===== config.mk =====
export PLATFORM = sky130hd
export DESIGN_NAME = bubble_sort_engine
export DESIGN_NICKNAME = d
export VERILOG_FILES = /design/src/rtl/bubble_sort_engine_pkg.sv /design/src/rtl/bubble_sort_engine.sv
export SDC_FILE = /design/constraint.sdc
export NUM_CORES = 1
export LEC_CHECK = 0
export CAP_MARGIN = 20
export CORE_MARGIN = 2
export CORE_UTILIZATION = 48
export CTS_BUF_LIST = sky130_fd_sc_hd__clkbuf_2 sky130_fd_sc_hd__clkbuf_4 sky130_fd_sc_hd__clkbuf_8
export DETAILED_ROUTE_END_ITERATION = 16
export PLACE_DENSITY = 0.85
export SYNTH_ARGS = -nofsm -noshare
export SYNTH_HDL_FRONTEND = slang
export SYNTH_SLANG_ARGS = --single-unit

===== constraint.sdc =====
create_clock -name clk -period 3.85 [get_ports clk]
set_input_delay 0.385 -clock clk [delete_from_list [all_inputs] [get_ports clk]]
set_output_delay 0.385 -clock clk [all_outputs]
set_load 0.05 [all_outputs]

===== src/rtl/bubble_sort_engine_pkg.sv =====
// Shared types and constants for the bubble-sort engine: FSM encoding,
// ALU opcodes driven while busy/idle, and the doubleword address stride.
package bubble_sort_engine_pkg;

  typedef enum logic [3:0] {
    S_IDLE,
    S_RD_A,
    S_RD_B,
    S_LATCH,
    S_CMP,
    S_WR_A,
    S_WR_B,
    S_NEXT,
    S_DONE
  } state_t;

  localparam logic [3:0]  ALU_OP_SUB = 4'b0110;
  localparam logic [3:0]  ALU_OP_AND = 4'b0000;
  localparam int unsigned DW_STRIDE  = 8;

endpackage


===== src/rtl/bubble_sort_engine.sv =====
// In-place ascending unsigned bubble sort of doublewords in data memory using
// the external ALU compare flag. Optional early exit: BUBBLE_EARLY_EXIT_EN.
module bubble_sort_engine
  import bubble_sort_engine_pkg::*;
#(
  parameter int DATA_W = 64,
  parameter int ADDR_W = 32,
  parameter int CNT_W  = 16
) (
  input  logic              clk,
  input  logic              reset_n,
  input  logic              start,
  input  logic [ADDR_W-1:0] base_addr,
  input  logic [CNT_W-1:0]  count,
  output logic [ADDR_W-1:0] mem_addr,
  output logic              mem_rd_en,
  input  logic [DATA_W-1:0] mem_rdata,
  output logic              mem_wr_en,
  output logic [DATA_W-1:0] mem_wdata,
  output logic [DATA_W-1:0] alu_a,
  output logic [DATA_W-1:0] alu_b,
  output logic [3:0]        alu_op,
  input  logic              alu_is_greater,
  output logic              busy,
  output logic              done,
  output logic [31:0]       swap_count
);

  state_t            state_q;
  logic [ADDR_W-1:0] base_q, addr_q;
  logic [CNT_W-1:0]  i_q, limit_q;
  logic [DATA_W-1:0] reg_a_q, reg_b_q, wdata_q;
  logic [31:0]       swap_cnt_q;
  logic              busy_q, done_q, rd_en_q, wr_en_q;
  logic [3:0]        alu_op_q;

  logic [ADDR_W-1:0] addr_i_d, addr_i1_d;
  logic              pass_end_d, sort_end_d;

  assign addr_i_d   = base_q + ADDR_W'(i_q) * ADDR_W'(DW_STRIDE);
  assign addr_i1_d  = addr_i_d + ADDR_W'(DW_STRIDE);
  assign pass_end_d = (i_q + CNT_W'(1)) >= limit_q;

`ifdef BUBBLE_EARLY_EXIT_EN
  logic swapped_q;
  assign sort_end_d = (limit_q == CNT_W'(1)) || !swapped_q;
`else
  assign sort_end_d = (limit_q == CNT_W'(1));
`endif

  // Outputs are registered: each branch loads the strobes for the state it enters.
  always_ff @(posedge clk or negedge reset_n) begin
    if (!reset_n) begin
      state_q    <= S_IDLE;
      base_q     <= '0;
      addr_q     <= '0;
      i_q        <= '0;
      limit_q    <= '0;
      reg_a_q    <= '0;
      reg_b_q    <= '0;
      wdata_q    <= '0;
      swap_cnt_q <= '0;
      busy_q     <= 1'b0;
      done_q     <= 1'b0;
      rd_en_q    <= 1'b0;
      wr_en_q    <= 1'b0;
      alu_op_q   <= ALU_OP_AND;
`ifdef BUBBLE_EARLY_EXIT_EN
      swapped_q  <= 1'b0;
`endif
    end else begin
      rd_en_q <= 1'b0;
      wr_en_q <= 1'b0;
      done_q  <= 1'b0;
      case (state_q)
        S_IDLE: if (start) begin
          busy_q     <= 1'b1;
          alu_op_q   <= ALU_OP_SUB;
          swap_cnt_q <= '0;
          base_q     <= base_addr;
          i_q        <= '0;
          limit_q    <= count - CNT_W'(1);
`ifdef BUBBLE_EARLY_EXIT_EN
          swapped_q  <= 1'b0;
`endif
          if (count < CNT_W'(2)) begin
            state_q <= S_DONE;
            done_q  <= 1'b1;
          end else begin
            state_q <= S_RD_A;
            rd_en_q <= 1'b1;
            addr_q  <= base_addr;
          end
        end
        S_RD_A: begin
          state_q <= S_RD_B;
          rd_en_q <= 1'b1;
          addr_q  <= addr_i1_d;
        end
        S_RD_B: begin
          reg_a_q <= mem_rdata;
          state_q <= S_LATCH;
        end
        S_LATCH: begin
          reg_b_q <= mem_rdata;
          state_q <= S_CMP;
        end
        S_CMP: if (alu_is_greater) begin
          state_q <= S_WR_A;
          wr_en_q <= 1'b1;
          addr_q  <= addr_i_d;
          wdata_q <= reg_b_q;
        end else begin
          state_q <= S_NEXT;
        end
        S_WR_A: begin
          state_q <= S_WR_B;
          wr_en_q <= 1'b1;
          addr_q  <= addr_i1_d;
          wdata_q <= reg_a_q;
        end
        S_WR_B: begin
          swap_cnt_q <= swap_cnt_q + 32'd1;
`ifdef BUBBLE_EARLY_EXIT_EN
          swapped_q  <= 1'b1;
`endif
          state_q    <= S_NEXT;
        end
        S_NEXT: if (!pass_end_d) begin
          i_q     <= i_q + CNT_W'(1);
          state_q <= S_RD_A;
          rd_en_q <= 1'b1;
          addr_q  <= addr_i1_d;
        end else if (sort_end_d) begin
          state_q <= S_DONE;
          done_q  <= 1'b1;
        end else begin
          limit_q   <= limit_q - CNT_W'(1);
          i_q       <= '0;
`ifdef BUBBLE_EARLY_EXIT_EN
          swapped_q <= 1'b0;
`endif
          state_q   <= S_RD_A;
          rd_en_q   <= 1'b1;
          addr_q    <= base_q;
        end
        S_DONE: begin
          state_q  <= S_IDLE;
          busy_q   <= 1'b0;
          alu_op_q <= ALU_OP_AND;
        end
        default: state_q <= S_IDLE;
      endcase
    end
  end

  assign mem_addr   = addr_q;
  assign mem_rd_en  = rd_en_q;
  assign mem_wr_en  = wr_en_q;
  assign mem_wdata  = wdata_q;
  assign alu_a      = reg_a_q;
  assign alu_b      = reg_b_q;
  assign alu_op     = alu_op_q;
  assign busy       = busy_q;
  assign done       = done_q;
  assign swap_count = swap_cnt_q;

endmodule


==> results of run 1 <==
-- power breakdown --
part	internal, mW	switching [mW]
combinational	5.00	9.11
sequential	5.07	1.46
clock	2.00	1.48
-- cell usage after synthesis (21+ instances only) --
cell,instances
mux2i_1,80
inv_1,33
dfrtp_1,328
mux2_2,130
o21ai_0,183
nor2_1,70
clkbuf_1,73
a21oi_1,41
and3_1,21
ha_1,38
nand2_1,260
nor3_1,25
xor2_1,29
xnor2_1,37
nand3_1,58
-- repair_timing --
| action | 4_1_cts | 5_1_grt |
|---|---|---|
| endpoints found under the setup margin | 3 | 40 |
| endpoints found under the hold margin | 100 | 0 |
| resized for setup | 1 | 29 |
| hold buffers | 1 | 0 |
| gates cloned | 0 | 2 |
| pin swaps | 0 | 8 |
| buffers inserted | 0 | 8 |
-- path summary, 6_finish.rpt --
check	slack (ps)	endpoint	start	cells after the start
hold / removal	300	base_q[0]$_DFFE_PN0P_	base_addr[0]	3
min in group asynchronous	400	base_q[3]$_DFFE_PN0P_	reset_n	2
max in group asynchronous	2490	mem_wdata[45]$_DFFE_PN0P_	reset_n	3
setup / recovery	130	mem_addr[30]$_DFFE_PN0P_	i_q[0]$_DFFE_PN0P_	18
hold reg to reg	470	base_q[2]$_DFFE_PN0P_	base_q[2]$_DFFE_PN0P_	2
setup reg to reg	130	mem_addr[30]$_DFFE_PN0P_	i_q[0]$_DFFE_PN0P_	18
-- worst max-delay path, stage by stage, from the launching register on --
cell and delay (ps):
dfrtp_1 400, ha_4 160, and3_4 190, nand3_1 110, nor2_2 150, and3_4 220, nand3_2 100, xnor2_2 170
ha_1 180, a21o_1 150, a21o_1 200, a21o_1 190, a211o_4 300, nand2_4 100, buf_4 130, o221ai_2 180
a2111o_1 380, a32oi_1 160, o31ai_1 100
-- flip-flops by register name, summed over array words and instances, names as in the netlist, 4 cells and up --
name	count
swap_count	32
base_q	32
alu_a	64
mem_wdata	64
alu_b	64
limit_q	16
i_q	16
mem_addr	32
state_q	4
-- stage by stage --
| step | power [mW] | cell area [um2] | TNS [ps] |
|---|---|---|---|
| after floorplan | 15.4 | 17100 | 0 |
| after global placement | 19.9 | 21600 | 0 |
| after detailed placement | 20.3 | 21600 | 0 |
| after CTS | 23.9 | 22800 | 0 |
| after global routing | 25.3 | 23000 | -145 |
| final | 24.1 | 23000 | 0 |
-- metal layers --
| layer | routed length, um | share of wire [%] | up-vias | track usage, % |
|---|---|---|---|---|
| li1 | - | - | 6869 | - |
| met4 | 2070 | 3.8 | 0 | 12.4 |
| met1 | 20400 | 37 | 7399 | 34.2 |
| met5 | 0 | 0 | - | 0 |
| met3 | 5000 | 9.2 | 129 | 8.22 |
| met2 | 27000 | 50 | 734 | 48.6 |
-- cell type report --
type                    count  area share [%]
repair buffers            433            18.6
inverters                  33           0.554
diodes                      1          0.0109
clock buffers              87            4.73
clock inverters            10           0.641
multi-input cells        1239            37.3
well taps                 461            2.50
flip-flops and latches    328            35.6
-- kinds of logic (layout without fill, tap and decap cells) --
group	after synthesis	after routing	share of synthesized area [%]
multiplexers	210	210	13.2
AND/OR/NAND/NOR	540	541	15.2
other	1	3	0.0219
XOR/XNOR	70	70	3.83
flip-flops	328	328	48.0
adder cells (fa/ha/maj)	39	39	2.90
AO/OA/AOI/OAI	376	377	13.9
buffers and inverters	126	563	2.93
==> metrics, run 1 <==
Die ar. 37100 um2; # Max-Cap Violations 0; Routed WL 54500 um; Sequential Area 8210 um2; status finished clean; Synth area leader dfrtp_1; iteration-0 DRC count of the detailed router 1093; RePlAce Congestion 0.907; Starting Density 48.4%; via count 15100; final-stage net count 2246; Setup Skew 19.7 ps; Die Span Y 193 um; Slew Viols, Final 0; gr usage total 28.8%; total CTS buffers 56; WP data required 4350 ps; HPWL after DPL 37600 um; largest net degree at the start of global routing 130; placed cell count 2482; row cnt 69; vias per std cell 5.84; clock transition at the registers of the reported paths 60 ps; Seq/Total Area, Yosys 48.0%; Sink Count 328; Port Buffers 377; Cell variety after synth 92; ANT nets after route 0; io pins 380; Fillers 2629; final worst slack 133 ps; initial antenna violation count 1; CP Capture Type flip-flop; CTS tree built; Cell Pwr Density 1050 nW/um2; Synth Register Bits 328; Slew HR 32.2%; fmax 269 MHz; final non-filler cell total 2592; CTS max path bufs 3; Post-synth ARST share 100%; H-tree depth 2; YS warnings 0; Max FO, Critical Path 5; Multi-input gate area 8600 um2; fin crit share 96.6%; commonest non-fill, non-tap cell in the layout clkdlybuf4s50_1; Final Hold Fails 0; vias in the first global route 15200; final core utilization 65.3%; Mapped Area 17100 um2; worst hold path class in2reg; syn avg cell area 10.1 um2; grt total ovfl 0; VDD IR max 0.838 mV; synth-to-layout area growth 34.8%; first-pass GRT wire length 83300 um; Pre-antenna DRT Iters 5; Synth Flop Type dfrtp_1; Worst-Skew Late Latency 650 ps; Die X-Extent 193 um; core area 35300 um2; Hold Slack 303 ps; clock root buffer clkbuf_8; Leak 9.85 nW; Cells after Synth 1690; pre-CTS worst setup slack 38.3 ps; dominant cells by area after synthesis dfrtp_1 (48%), mux2_2 (8.6%), nand2_1 (5.7%); most frequent cells in the layout clkdlybuf4s50_1 (376), dfrtp_1 (328), nand2_1 (257); worst-margin pin slew 1020 ps; WS Path Type reg2reg; DRC 0; Final min period 3720 ps; crit start category flip-flop; Synth top area share 48.0%; drt wl/cell 21.0 um; share of cells above drive strength 1 16.8%; Post-synth EDFFs 0; worst path arrival time 4220 ps; final setup violation count 0
(Power assumes the default switching activity.)
==> inputs of run 2 (changes only) <==
--- a/config.mk
+++ b/config.mk
@@ -5,7 +5,7 @@
 export SDC_FILE = /design/constraint.sdc
 export NUM_CORES = 1
 export LEC_CHECK = 0
-export CAP_MARGIN = 20
+export CAP_MARGIN = 30
 export CORE_MARGIN = 2
 export CORE_UTILIZATION = 48
 export CTS_BUF_LIST = sky130_fd_sc_hd__clkbuf_2 sky130_fd_sc_hd__clkbuf_4 sky130_fd_sc_hd__clkbuf_8
==> run 2 against run 1 <==
Compared with the run above:
- cell area shrank 0.16%
- clock power rose by 2%
- cell count down 0.12%
- clock skew up 6.9 ps
- die area stayed put
- largest power group unchanged
- setup slack improved by 13 ps
- register-to-register slack hardly changed
- critical path depth is the same
==> metrics, run 2 (synthesized netlist as in run 1, its figures left out) <==
drt wl/cell 21.5 um; core area 35300 um2; Slew HR 31.5%; final setup violation count 0; WHS Endpoint base_q[27]$_DFFE_PN0P_; worst hold path class in2reg; clock transition at the registers of the reported paths 70 ps; Tot Pwr 24.3 mW; fin crit share 96.2%; vias per std cell 5.85; Max FO, Critical Path 6; Port Buffers 377; H-tree depth 2; sequential power share 26.9%; gr usage total 29.5%; Comb power frac 58.5%; FF-to-FF Start i_q[0]$_DFFE_PN0P_; worst path arrival time 4210 ps; clock root buffer clkbuf_8; io pins 380; WS Path Type reg2reg; DRC 0; Die Span Y 193 um; total CTS buffers 56; Final Hold Fails 0; NetSw 12.2 mW; Reg-to-Reg End mem_addr[30]$_DFFE_PN0P_; CTS max path bufs 3; iteration-0 DRC count of the detailed router 1232; commonest non-fill, non-tap cell in the layout clkdlybuf4s50_1; Net Sw Frac 50.1%; HPWL after DPL 37600 um; share of cells above drive strength 1 16.5%; Post-DP Area 21600 um2; VDD IR max 0.905 mV; Pre-antenna DRT Iters 5; crit start category flip-flop; Clk pwr share 14.7%; RePlAce Congestion 0.907; Final min period 3700 ps; most frequent cells in the layout clkdlybuf4s50_1 (376), dfrtp_1 (328), nand2_1 (258); Hold Slack 297 ps; Worst-Skew Late Latency 650 ps; # Max-Cap Violations 0; synth-to-layout area growth 34.6%; CTS tree built; Slew Viols, Final 0; via count 15100; initial antenna violation count 1; CP Capture Type flip-flop; row cnt 69; largest net degree at the start of global routing 130; FF-to-FF setup slack 150 ps; Leak 9.81 nW; grt total ovfl 0; Routed WL 55600 um; Die ar. 37100 um2; fmax 270 MHz; Setup Skew 26.6 ps; Internal 12.1 mW; status finished clean; Cell Pwr Density 1060 nW/um2; Die X-Extent 193 um; R2R depth 18; Starting Density 48.4%; hold wc startpoint base_addr[27]; vias in the first global route 15300; first-pass GRT wire length 85600 um; ANT nets after route 0; Final Instance Area 23000 um2; final-stage net count 2242; Sink Count 328; Hold Path Depth 3; worst-margin pin slew 1030 ps; WP data required 4360 ps
## run 2: changes by cell type in the layout (fill, tap and decap cells not counted), moves of 2 or more
cell and change:
bufinv_16 +2, clkbuf_4 -6, clkbuf_8 -3, clkinvlp_4 +4, buf_4 -2, o21ai_1 -2
nor4b_1 +2, clkinv_4 +3, inv_12 -2, clkinv_2 +2, nor4b_2 -2
## run 2: how the worst max path moves through the flow
stage	start	end	slack [ps]	cells after the start
2_1_floorplan	i_q[0]$_DFFE_PN0P_	limit_q[15]$_DFFE_PN0P_	20	18
3_3_place_gp	i_q[0]$_DFFE_PN0P_	mem_addr[31]$_DFFE_PN0P_	90	18
3_5_place_dp	i_q[0]$_DFFE_PN0P_	limit_q[3]$_DFFE_PN0P_	50	17
4_1_cts	i_q[0]$_DFFE_PN0P_	mem_addr[28]$_DFFE_PN0P_	1	18
5_1_grt	i_q[0]$_DFFE_PN0P_	mem_addr[28]$_DFFE_PN0P_	-20	19
6_report	i_q[0]$_DFFE_PN0P_	mem_addr[30]$_DFFE_PN0P_	150	18
## run 2: power by group through the flow
stage	logic [mW]	clock network (mW)	registers, mW
global route	15.0	3.77	6.73
finish	14.2	3.57	6.54
CTS	14.0	3.61	6.50
global placement	13.5	0	6.40
floorplan	4.80	0	10.6
detailed placement	13.8	0	6.49
## run 2: cell type report
| type | count | area [um2] |
|---|---|---|
| Antenna cell | 1 | 2.50 |
| Tap cell | 461 | 577 |
| Inverter | 33 | 128 |
| Timing Repair Buffer | 431 | 4290 |
| Clock inverter | 20 | 250 |
| Multi-Input combinational cell | 1237 | 8550 |
| Clock buffer | 78 | 1000 |
| Sequential cell | 328 | 8210 |
| Fill cell | 2575 | 12300 |
## run 2: timing repair
item,CTS,global route
endpoints found under the setup margin,3,43
pin swaps,0,3
setup buffers,0,6
resized for setup,1,24
hold endpoints to repair,100,0
hold buffers,1,0
## run 2: per-stage QoR
step	util, %	instances	worst slack, ps	setup TNS, ps
floorplan	-	1691	24.1	0
global placement	61.1	2482	86.8	0
detailed placement	61.1	2483	45.8	0
CTS	64.7	2582	1.07	0
global route	65.2	2588	-24.3	-84.9
finish	65.2	2589	146	0
## run 2: critical path, cell delays in order (launching register included)
cell      delay [ps]
dfrtp_1          390
buf_4            160
nand3_1           90
nor2_2           160
nand2_1          130
nor2_2           160
nand3_1          130
xnor2_2          170
ha_1             300
a21o_1           190
a21o_1           200
a21o_1           180
a211o_1          280
nand2_2          110
o221ai_4         140
buf_6            170
a2111o_1         350
a32oi_1          160
o31ai_1          100
## run 2: layer usage
layer | track usage (%) | routed length (um) | up-vias
li1 | - | - | 6870
met1 | 35.2 | 20800 | 7405
met2 | 49.2 | 27100 | 712
met3 | 8.97 | 5120 | 156
met4 | 13.2 | 2560 | 0
met5 | 0 | 0 | -
